--- config.mk ---
export PLATFORM = sky130hd
export DESIGN_NAME = desserializador_palavra_flat
export DESIGN_NICKNAME = d
export VERILOG_FILES = /design/src/rtl/desserializador_pkg.sv /design/src/rtl/desserializador_palavra_if.sv /design/src/rtl/desserializador_palavra_contador_bits.sv /design/src/rtl/desserializador_palavra.sv /design/src/flat_wrapper.sv
export SDC_FILE = /design/constraint.sdc
export NUM_CORES = 1
export LEC_CHECK = 0
export BUFFER_PORTS_ARGS = -buffer_cell sky130_fd_sc_hd__buf_2
export CORE_MARGIN = 4
export CORE_UTILIZATION = 55
export DETAILED_ROUTE_END_ITERATION = 10
export PLACE_DENSITY = 0.76
export SETUP_SLACK_MARGIN = 0.3
export SYNTH_ARGS = -nofsm -noshare
export SYNTH_HDL_FRONTEND = slang
export SYNTH_SLANG_ARGS = --single-unit
--- constraint.sdc ---
create_clock -name clk -period 1.95 [get_ports clk]
set_clock_uncertainty 0.1 [all_clocks]
set_input_delay 0.0975 -clock clk [delete_from_list [all_inputs] [get_ports clk]]
set_output_delay 0.0975 -clock clk [all_outputs]
set_load 0.05 [all_outputs]
--- src/rtl/desserializador_pkg.sv ---
// rtl/desserializador_pkg.sv - shared types and defaults for the word deserializer (optional feature: DESSER_PARIDADE_EN)
package desserializador_pkg;

  localparam int LARGURA_PADRAO = 16;

`ifdef DESSER_PARIDADE_EN
  typedef enum logic [1:0] {
    OCIOSO   = 2'd0,
    RECEBE   = 2'd1,
    PARIDADE = 2'd2,
    ENTREGA  = 2'd3
  } estado_t;
`else
  typedef enum logic [1:0] {
    OCIOSO  = 2'd0,
    RECEBE  = 2'd1,
    ENTREGA = 2'd3
  } estado_t;
`endif

endpackage

--- src/rtl/desserializador_palavra_if.sv ---
// rtl/desserializador_palavra_if.sv - serial input / word output bundle (erro_paridade only with DESSER_PARIDADE_EN)
interface desserializador_palavra_if #(
  parameter int LARGURA = 16
);

  logic               inicio;
  logic               bit_in;
  logic               bit_valido;
  logic [LARGURA-1:0] palavra;
  logic               palavra_valida;
  logic               ocupado;
`ifdef DESSER_PARIDADE_EN
  logic               erro_paridade;
`endif

  modport master (
    output inicio,
    output bit_in,
    output bit_valido,
    input  palavra,
    input  palavra_valida,
`ifdef DESSER_PARIDADE_EN
    input  erro_paridade,
`endif
    input  ocupado
  );

  modport slave (
    input  inicio,
    input  bit_in,
    input  bit_valido,
    output palavra,
    output palavra_valida,
`ifdef DESSER_PARIDADE_EN
    output erro_paridade,
`endif
    output ocupado
  );

endinterface

--- src/rtl/desserializador_palavra_contador_bits.sv ---
// rtl/desserializador_palavra_contador_bits.sv - saturating bit counter with clear, enable and last-bit flag
module contador_bits #(
  parameter int LIMITE = 16
) (
  input  logic clk,
  input  logic rst,
  input  logic i_limpa,
  input  logic i_habilita,
  output logic o_terminal
);

  localparam int W = $clog2(LIMITE + 1);
  localparam logic [W-1:0] C_LIMITE = W'(LIMITE);
  localparam logic [W-1:0] C_ULTIMO = W'(LIMITE - 1);

  logic [W-1:0] r_contagem;

  // Count accepted bits; clear has priority and the count never passes LIMITE
  always_ff @(posedge clk) begin
    if (rst) begin
      r_contagem <= '0;
    end else if (i_limpa) begin
      r_contagem <= '0;
    end else if (i_habilita && (r_contagem != C_LIMITE)) begin
      r_contagem <= r_contagem + 1'b1;
    end
  end

  // High while the next accepted bit is the final bit of the word
  assign o_terminal = (r_contagem == C_ULTIMO);

endmodule

--- src/rtl/desserializador_palavra.sv ---
// rtl/desserializador_palavra.sv - MSB-first serial to parallel word deserializer (optional parity: DESSER_PARIDADE_EN)
module desserializador_palavra
  import desserializador_pkg::*;
#(
  parameter int LARGURA = LARGURA_PADRAO
) (
  input logic                       clk,
  input logic                       rst,
  desserializador_palavra_if.slave  bus
);

  estado_t            r_estado;
  logic [LARGURA-1:0] r_desloc;
  logic [LARGURA-1:0] r_palavra;
  logic               r_valida;
  logic               r_ocupado;
  logic               w_aceita;
  logic               w_ultimo;
  logic [LARGURA-1:0] w_proximo;
`ifdef DESSER_PARIDADE_EN
  logic               r_erro;
`endif

  // A bit is taken only in RECEBE; a restart on the same cycle drops it
  assign w_aceita  = (r_estado == RECEBE) && bus.bit_valido && !bus.inicio;
  assign w_proximo = LARGURA'({r_desloc, bus.bit_in});

  contador_bits #(
    .LIMITE (LARGURA)
  ) u_contador (
    .clk        (clk),
    .rst        (rst),
    .i_limpa    (bus.inicio),
    .i_habilita (w_aceita),
    .o_terminal (w_ultimo)
  );

  // Frame FSM with registered outputs; ocupado follows the next state
  always_ff @(posedge clk) begin
    if (rst) begin
      r_estado  <= OCIOSO;
      r_desloc  <= '0;
      r_palavra <= '0;
      r_valida  <= 1'b0;
      r_ocupado <= 1'b0;
`ifdef DESSER_PARIDADE_EN
      r_erro    <= 1'b0;
`endif
    end else begin
      r_valida <= 1'b0;
      case (r_estado)
        OCIOSO: begin
          if (bus.inicio) begin
            r_estado  <= RECEBE;
            r_desloc  <= '0;
            r_ocupado <= 1'b1;
          end
        end
        RECEBE: begin
          if (bus.inicio) begin
            r_desloc <= '0;
          end else if (bus.bit_valido) begin
            r_desloc <= w_proximo;
            if (w_ultimo) begin
`ifdef DESSER_PARIDADE_EN
              r_estado  <= PARIDADE;
`else
              r_estado  <= ENTREGA;
              r_palavra <= w_proximo;
              r_valida  <= 1'b1;
              r_ocupado <= 1'b0;
`endif
            end
          end
        end
`ifdef DESSER_PARIDADE_EN
        PARIDADE: begin
          if (bus.inicio) begin
            r_estado <= RECEBE;
            r_desloc <= '0;
          end else if (bus.bit_valido) begin
            r_estado  <= ENTREGA;
            r_palavra <= r_desloc;
            r_erro    <= (^r_desloc) ^ bus.bit_in;
            r_valida  <= 1'b1;
            r_ocupado <= 1'b0;
          end
        end
`endif
        ENTREGA: begin
          if (bus.inicio) begin
            r_estado  <= RECEBE;
            r_desloc  <= '0;
            r_ocupado <= 1'b1;
          end else begin
            r_estado <= OCIOSO;
          end
        end
        default: begin
          r_estado  <= OCIOSO;
          r_ocupado <= 1'b0;
        end
      endcase
    end
  end

  assign bus.palavra        = r_palavra;
  assign bus.palavra_valida = r_valida;
  assign bus.ocupado        = r_ocupado;
`ifdef DESSER_PARIDADE_EN
  assign bus.erro_paridade  = r_erro;
`endif

endmodule

--- src/flat_wrapper.sv ---
// flat-port wrapper written by rule: the top's interface ports become plain ports
module desserializador_palavra_flat import desserializador_pkg::*;
#(
  parameter int LARGURA = LARGURA_PADRAO
)
  (clk, rst, bus_inicio, bus_bit_in, bus_bit_valido, bus_palavra, bus_palavra_valida, bus_ocupado);
  desserializador_palavra_if #(.LARGURA(LARGURA)) bus_i ();
  input logic clk;
  input logic rst;
  input wire logic [$bits(bus_i.inicio)-1:0] bus_inicio;
  input wire logic [$bits(bus_i.bit_in)-1:0] bus_bit_in;
  input wire logic [$bits(bus_i.bit_valido)-1:0] bus_bit_valido;
  output wire logic [$bits(bus_i.palavra)-1:0] bus_palavra;
  output wire logic [$bits(bus_i.palavra_valida)-1:0] bus_palavra_valida;
  output wire logic [$bits(bus_i.ocupado)-1:0] bus_ocupado;
  assign bus_i.inicio = bus_inicio;
  assign bus_i.bit_in = bus_bit_in;
  assign bus_i.bit_valido = bus_bit_valido;
  assign bus_palavra = bus_i.palavra;
  assign bus_palavra_valida = bus_i.palavra_valida;
  assign bus_ocupado = bus_i.ocupado;
  desserializador_palavra #(.LARGURA(LARGURA)) u_core (.clk(clk), .rst(rst), .bus(bus_i));
endmodule
==> impl_metrics.py, run 1 <==
metrics = {
    "yosys": {
        "synthArstFlopShare_pct": 0,
        "ys_types": 33,
        "synth_most_common_cell": "dfxtp_1",
        "synth_common_cells": "dfxtp_1, nand2_1, a21oi_1",
        "syn_nets": 182,
        "synth_ff_type": "dfxtp_1",
        "synth.top_cell.area_share_pct": 49.54,
        "synthCells": 169,
        "synth.avg_cell_area_um2": 9.565,
        "synth_warnings": 0,
        "synth_area_leaders": "dfxtp_1, nand2_1, a22o_1, a21oi_1, ha_1",
        "ys_seq_area_share_pct": 49.54,
        "ys_ff_latch": 40,
        "syn_area_um2": 1617,
        "synth_top_cell_by_area": "dfxtp_1",
        "synth-edff-count": 0,
    },
    "power_and_ir_drop": {
        "p_clk_share_pct": 30.5,
        "sw_frac_of_total_pct": 28.61,
        "combPwrFrac_pct": 25.7,
        "p_leak_nw": 0.8152,
        "p_int_mw": 1.419,
        "power_density_nw_per_um2": 988.7,
        "vdd_drop_max_v": 0.0008345,
        "seqPwrFrac_pct": 43.8,
        "switching_power_uw": 568.8,
    },
    "die": {
        "fp.dieH_um": 62.22,
        "core_um2": 2781,
        "fp-row-count": 19,
        "die_w_um": 62.22,
        "start_util_pct": 58.12,
        "floorplan.io_pins": 23,
        "die_area_um2": 3871,
    },
    "layout": {
        "drive_gt1_share_pct": 33.83,
        "final_nets": 213,
        "antenna_cells": 0,
        "syn_to_final_growth_pct": 24.38,
        "post-route-util_pct": 72.29,
    },
    "grt": {
        "grt_remaining_overflow": 0,
        "grt_pass1_vias": 1254,
        "grt_pass1_wl_um": 5464,
        "antenna_found_initial": 0,
        "grt_use_total_pct": 17.11,
        "grt_max_degree": 24,
    },
    "critical_path": {
        "cp.required_ps": 2130,
        "cp-end-kind": "register",
        "critPathKind": "register to register",
        "path_delay_family": "simple AND/OR/NAND/NOR gates",
        "crit_arrival_ps": 1860,
        "crit_chain": "ha_2 > and3_4 > ha_4 > and4b_1 > buf_6 > nand2_1 > a21oi_2",
        "cp.buffers_inverters": 1,
        "cp_max_fo": 8,
        "cpMaxStageDelayCell": "dfxtp_2",
        "start_kind": "register",
        "critical-path-max-stage-delay_ps": 350,
        "r2r_slack_ps": 270,
    },
    "sta": {
        "rsz0062_at_grt": "true",
        "worst_slack_ps": 271.5,
        "worst_pin_slew_ps": 507.6,
        "period_minus_slack_ps": 1678,
        "setup_viol": 0,
        "fin_crit_sh_pct": 86.08,
        "slew_headroom_pct": 66.16,
        "setup_tns_ps": 0,
        "drv_slew": 0,
        "fmax_mhz": 595.8,
        "report.final.hold_viol_count": 0,
    },
    "clocking": {
        "worst_skew_pair.late_latency_ps": 340,
        "cts_buffers": 5,
        "htreeDepth": 2,
        "clk_transition_reported_paths_ps": 120,
        "cts.sinks": 40,
        "clock-root-buffer": "clkbuf_4",
        "cts_tree": "done",
        "cts_buffer_depth": 2,
    },
    "route": {
        "post_drt_wl_per_cell_um": 15.14,
        "vias": 1317,
        "drtIter0Drc": 50,
        "drc_errors": 0,
        "wl_um": 3512,
        "first_pass_iters": 4,
        "routed_via_density": 5.677,
        "antenna_left": 0,
    },
    "placed_design": {
        "hpwlAfterDp_um": 2047,
        "gp_routability_congestion": 0.8247,
        "pre_cts_slack_ps": 165.6,
        "io_buffers": 22,
    },
    "job": {
        "max_cap_violations": 0,
    },
    "run_status": {
        "run_status": "finished, final reports clean",
    },
    "hold_path": {
        "hold_path.class": "primary input to register",
    },
}
-- sequential cells by signal (all words and copies together), names as in the netlist --
register                      flops
u_core.r_estado                   2
u_core.bus.palavra               16
u_core.r_desloc                  15
u_core.u_contador.r_contagem      5
u_core.bus.palavra_valida         1
u_core.bus.ocupado                1
-- cells by family (layout without fill, tap and decap cells) --
family	count (synthesis)	in the layout	share of synthesized area [%]
mux	2	2	1.238
buf+inv	19	51	6.037
compound gates	44	44	19.35
fa+ha+maj	8	8	6.192
flops	40	40	49.54
simple gates	56	56	17.65
-- cell usage in the layout, fill, tap and decap left out, types with 4 or more instances in the layout --
cell type / count
a21oi_1: 12
a21oi_2: 9
a22o_1: 15
buf_2: 22
buf_4: 7
buf_6: 4
clkbuf_4: 5
dfxtp_1: 36
ha_4: 4
inv_1: 7
nand2_1: 37
-- tightest hold or removal path: stages --
cell and delay, ps:
buf_2 140, nand3b_4 110, a221oi_1 90
-- timing repair --
item	CTS	global route
pin swaps	0	4
hold endpoints to repair	2	0
setup buffers	3	2
cloned	1	1
hold buffers	1	0
gates resized for setup	9	20
endpoints found under the setup margin	35	35
-- power groups by stage --
stage | Clock, mW | Combinational, mW | Sequential (mW)
after floorplan | 0 | 0.284 | 0.918
after global placement | 0 | 0.345 | 0.893
after detailed placement | 0 | 0.359 | 0.897
after CTS | 0.612 | 0.395 | 0.878
after global routing | 0.662 | 0.561 | 0.875
final | 0.607 | 0.510 | 0.871
-- per-stage QoR --
stage / cell area, um2 / cells / hold WS (ps) / power, mW
global placement: 1744 / 216 / 229.8 / 1.238
CTS: 1902 / 229 / 24.47 / 1.884
finish: 2011 / 232 / 35.85 / 1.988
global route: 2011 / 232 / 39.75 / 2.098
floorplan: 1648 / 169 / 123.2 / 1.202
detailed placement: 1744 / 216 / 230.9 / 1.256
-- routing by layer --
layer	routed length [um]	track usage, %	up-vias	share of wire, %
met5	0	0	-	0
met2	1813	30.31	25	52
met1	1465	19.55	639	42
met3	138	4.865	11	3.9
met4	93	5.420	0	2.6
li1	-	-	642	-
-- path summary, 6_finish.rpt --
kind	from	end	cells after the start
min reg2reg	u_core.bus.palavra[4]$_SDFFE_PP0P_	u_core.bus.palavra[4]$_SDFFE_PP0P_	2
max	u_core.u_contador.r_contagem[0]$_SDFFE_PP0P_	u_core.bus.palavra[2]$_SDFFE_PP0P_	7
min	bus_bit_valido	u_core.u_contador.r_contagem[4]$_SDFFE_PP0P_	3
max reg2reg	u_core.u_contador.r_contagem[0]$_SDFFE_PP0P_	u_core.bus.palavra[2]$_SDFFE_PP0P_	7
-- cell type report --
type / instances / area (um2)
tap: 31 / 38.79
sequential: 40 / 808.3
inverter: 9 / 33.78
clock inverter: 1 / 30.03
multi-input combinational: 110 / 817.0
fill: 215 / 770.7
timing repair buffer: 34 / 217.7
clock buffer: 7 / 65.06
(Power assumes the default switching activity.)
==> run 2: changes to the inputs <==
--- a/constraint.sdc
+++ b/constraint.sdc
@@ -3,3 +3,3 @@
 set_input_delay 0.0975 -clock clk [delete_from_list [all_inputs] [get_ports clk]]
 set_output_delay 0.0975 -clock clk [all_outputs]
-set_load 0.05 [all_outputs]
+set_load 0.005 [all_outputs]
==> run 2 against run 1 <==
Effect of this change: total power down 2.2%; first-iteration DRC count down 42%; largest cell class unchanged; design area up 4.1%; combinational power down 4.5%; maximum frequency up 0.65%; sequential power up 0.5%; core utilization up 3.0 points; global-route usage up 0.24 points; critical path depth unchanged; sequential share of layout area down 1.2 points; highest routed layer unchanged; hold slack better by 25 ps.
==> impl_metrics.py, run 2 (synthesis gave the netlist of run 1 again) <==
metrics = {
    "run_status": {
        "run_status": "finished, final reports clean",
    },
    "die": {
        "fp-row-count": 19,
        "floorplan.io_pins": 23,
        "die_w_um": 62.22,
        "core_um2": 2781,
        "start_util_pct": 58.12,
        "die_area_um2": 3871,
        "fp.dieH_um": 62.22,
    },
    "clocking": {
        "worst_skew_pair.late_latency_ps": 350,
        "clk_transition_reported_paths_ps": 120,
        "cts_buffer_depth": 2,
        "htreeDepth": 2,
        "cts.sinks": 40,
        "cts_buffers": 5,
        "cts_tree": "done",
        "clock-root-buffer": "clkbuf_4",
    },
    "hold_path": {
        "holdPathStages": 3,
        "hold_path.class": "primary input to register",
        "hp-start": "bus_bit_valido",
        "holdPathEnd": "u_core.u_contador.r_contagem[4]$_SDFFE_PP0P_",
    },
    "placed_design": {
        "post_dp_cell_area_um2": 1744,
        "gp_routability_congestion": 0.8270,
        "hpwlAfterDp_um": 2088,
        "io_buffers": 22,
    },
    "power_and_ir_drop": {
        "combPwrFrac_pct": 25.0,
        "vdd_drop_max_v": 0.0009137,
        "sw_frac_of_total_pct": 28.56,
        "p_clk_share_pct": 29.9,
        "p_int_mw": 1.388,
        "power_mw": 1.944,
        "power_density_nw_per_um2": 928.5,
        "switching_power_uw": 555.1,
        "seqPwrFrac_pct": 45.0,
        "p_leak_nw": 0.8334,
    },
    "route": {
        "post_drt_wl_per_cell_um": 15.39,
        "vias": 1338,
        "routed_via_density": 5.718,
        "drtIter0Drc": 29,
        "drc_errors": 0,
        "first_pass_iters": 5,
        "wl_um": 3602,
        "antenna_left": 0,
    },
    "critical_path": {
        "crit_chain": "ha_4 > and3_4 > ha_4 > nand4b_1 > buf_6 > nand2_2 > a21oi_2",
        "cp.buffers_inverters": 1,
        "critPathKind": "register to register",
        "cp.required_ps": 2070,
        "rr_endpoint": "u_core.bus.palavra[1]$_SDFFE_PP0P_",
        "r2r_slack_ps": 280,
        "cpMaxStageDelayCell": "dfxtp_4",
        "r2r_start": "u_core.u_contador.r_contagem[0]$_SDFFE_PP0P_",
        "critical-path-max-stage-delay_ps": 390,
        "cp_max_fo": 5,
        "cp-end-kind": "register",
        "path_delay_family": "simple AND/OR/NAND/NOR gates",
        "reg2regPathDepth": 7,
        "crit_arrival_ps": 1790,
        "cp_common_cell": "ha_4",
        "start_kind": "register",
    },
    "sta": {
        "rsz0062_at_grt": "true",
        "slew_headroom_pct": 66.08,
        "drv_slew": 0,
        "report.final.hold_viol_count": 0,
        "fmax_mhz": 599.7,
        "worst_pin_slew_ps": 508.8,
        "setup_tns_ps": 0,
        "period_minus_slack_ps": 1668,
        "fin_crit_sh_pct": 85.52,
        "setup_viol": 0,
    },
    "grt": {
        "grt_pass1_wl_um": 5526,
        "grt_remaining_overflow": 0,
        "grt_use_total_pct": 17.35,
        "antenna_found_initial": 0,
        "grt_max_degree": 24,
        "grt_pass1_vias": 1290,
    },
    "layout": {
        "final_common_cell": "dfxtp_1",
        "post-route-util_pct": 75.26,
        "antenna_cells": 0,
        "final_nets": 215,
        "final_cell_mix": "dfxtp_1, nand2_1, buf_2",
        "drive_gt1_share_pct": 40.39,
        "largest_register_ffs": 16,
        "multi_input_area_um2": 878.3,
        "nFillCells": 210,
        "syn_to_final_growth_pct": 29.49,
        "regArea_um2": 815.8,
        "final_cell_area_um2": 2093,
    },
    "job": {
        "max_cap_violations": 0,
    },
}
==> run 2: cell types whose count changed in the layout (fill, tap and decap cells not counted), sizes merged <==
cell    before  now
and4b        1    2
buf         33   34
clkbuf       7    6
clkinv       0    1
==> run 2: what timing repair did <==
item	CTS	global route
setup buffers	2	3
endpoints found under the hold margin	2	0
pin swaps	1	12
endpoints found under the setup margin	35	35
hold buffers	1	0
resized for setup	13	40
cloned	1	3
==> run 2: final cells by class <==
class / instances / share of cell area [%]
Multi-Input combinational cell: 111 / 41.96
Sequential cell: 40 / 38.97
Timing Repair Buffer: 35 / 11.30
Clock buffer: 6 / 2.451
Clock inverter: 2 / 1.853
Tap cell: 31 / 1.853
Inverter: 9 / 1.614
==> run 2: power groups by stage <==
stage / Combinational [mW] / Clock [mW] / Sequential, mW
2_1_floorplan: 0.285 / 0 / 0.892
3_3_place_gp: 0.317 / 0 / 0.894
3_5_place_dp: 0.332 / 0 / 0.898
4_1_cts: 0.408 / 0.593 / 0.878
5_1_grt: 0.532 / 0.636 / 0.880
6_report: 0.487 / 0.582 / 0.875
==> run 2: worst register-to-register path: cells and delay by family, from the launching register on <==
family | cells | cell delay, ps
AOI/OAI and AO/OA | 1 | 50
adders and majority gates | 2 | 270
DFF | 1 | 390
and+or+nand+nor | 3 | 500
buffers and inverters | 1 | 240
==> run 2: worst max-delay path by stage <==
stage	startpoint	slack, ps	end	depth (start not counted)
after floorplan	u_core.r_estado[1]$_SDFFE_PP0P_	300	u_core.r_desloc[10]$_SDFFE_PP0P_	7
after global placement	u_core.r_estado[1]$_SDFFE_PP0P_	110	u_core.bus.palavra[10]$_SDFFE_PP0P_	5
after detailed placement	u_core.r_estado[1]$_SDFFE_PP0P_	40	u_core.bus.palavra[12]$_SDFFE_PP0P_	5
after CTS	u_core.r_estado[0]$_SDFFE_PP0P_	300	u_core.r_desloc[13]$_SDFFE_PP0P_	6
after global routing	u_core.u_contador.r_contagem[0]$_SDFFE_PP0P_	230	u_core.bus.palavra[5]$_SDFFE_PP0P_	7
final	u_core.u_contador.r_contagem[0]$_SDFFE_PP0P_	280	u_core.bus.palavra[1]$_SDFFE_PP0P_	7
==> run 2: metal layers <==
layer | vias to the layer above | GRT usage [%] | part of all wire, %
met5 | - | 0 | 0
met4 | 0 | 7.588 | 1.4
met3 | 6 | 3.784 | 3.6
met2 | 29 | 31.48 | 54
met1 | 654 | 19.01 | 41
li1 | 649 | - | -
==> run 2: metrics by stage <==
| stage | cells | hold slack, ps | worst slack (ps) |
|---|---|---|---|
| after global routing | 234 | 54.59 | 225.1 |
| after detailed placement | 216 | 228.7 | 37.58 |
| after floorplan | 169 | 123.2 | 303.3 |
| final | 234 | 61.20 | 282.4 |
| after CTS | 228 | 48.06 | 301.4 |
| after global placement | 216 | 229.7 | 114.7 |
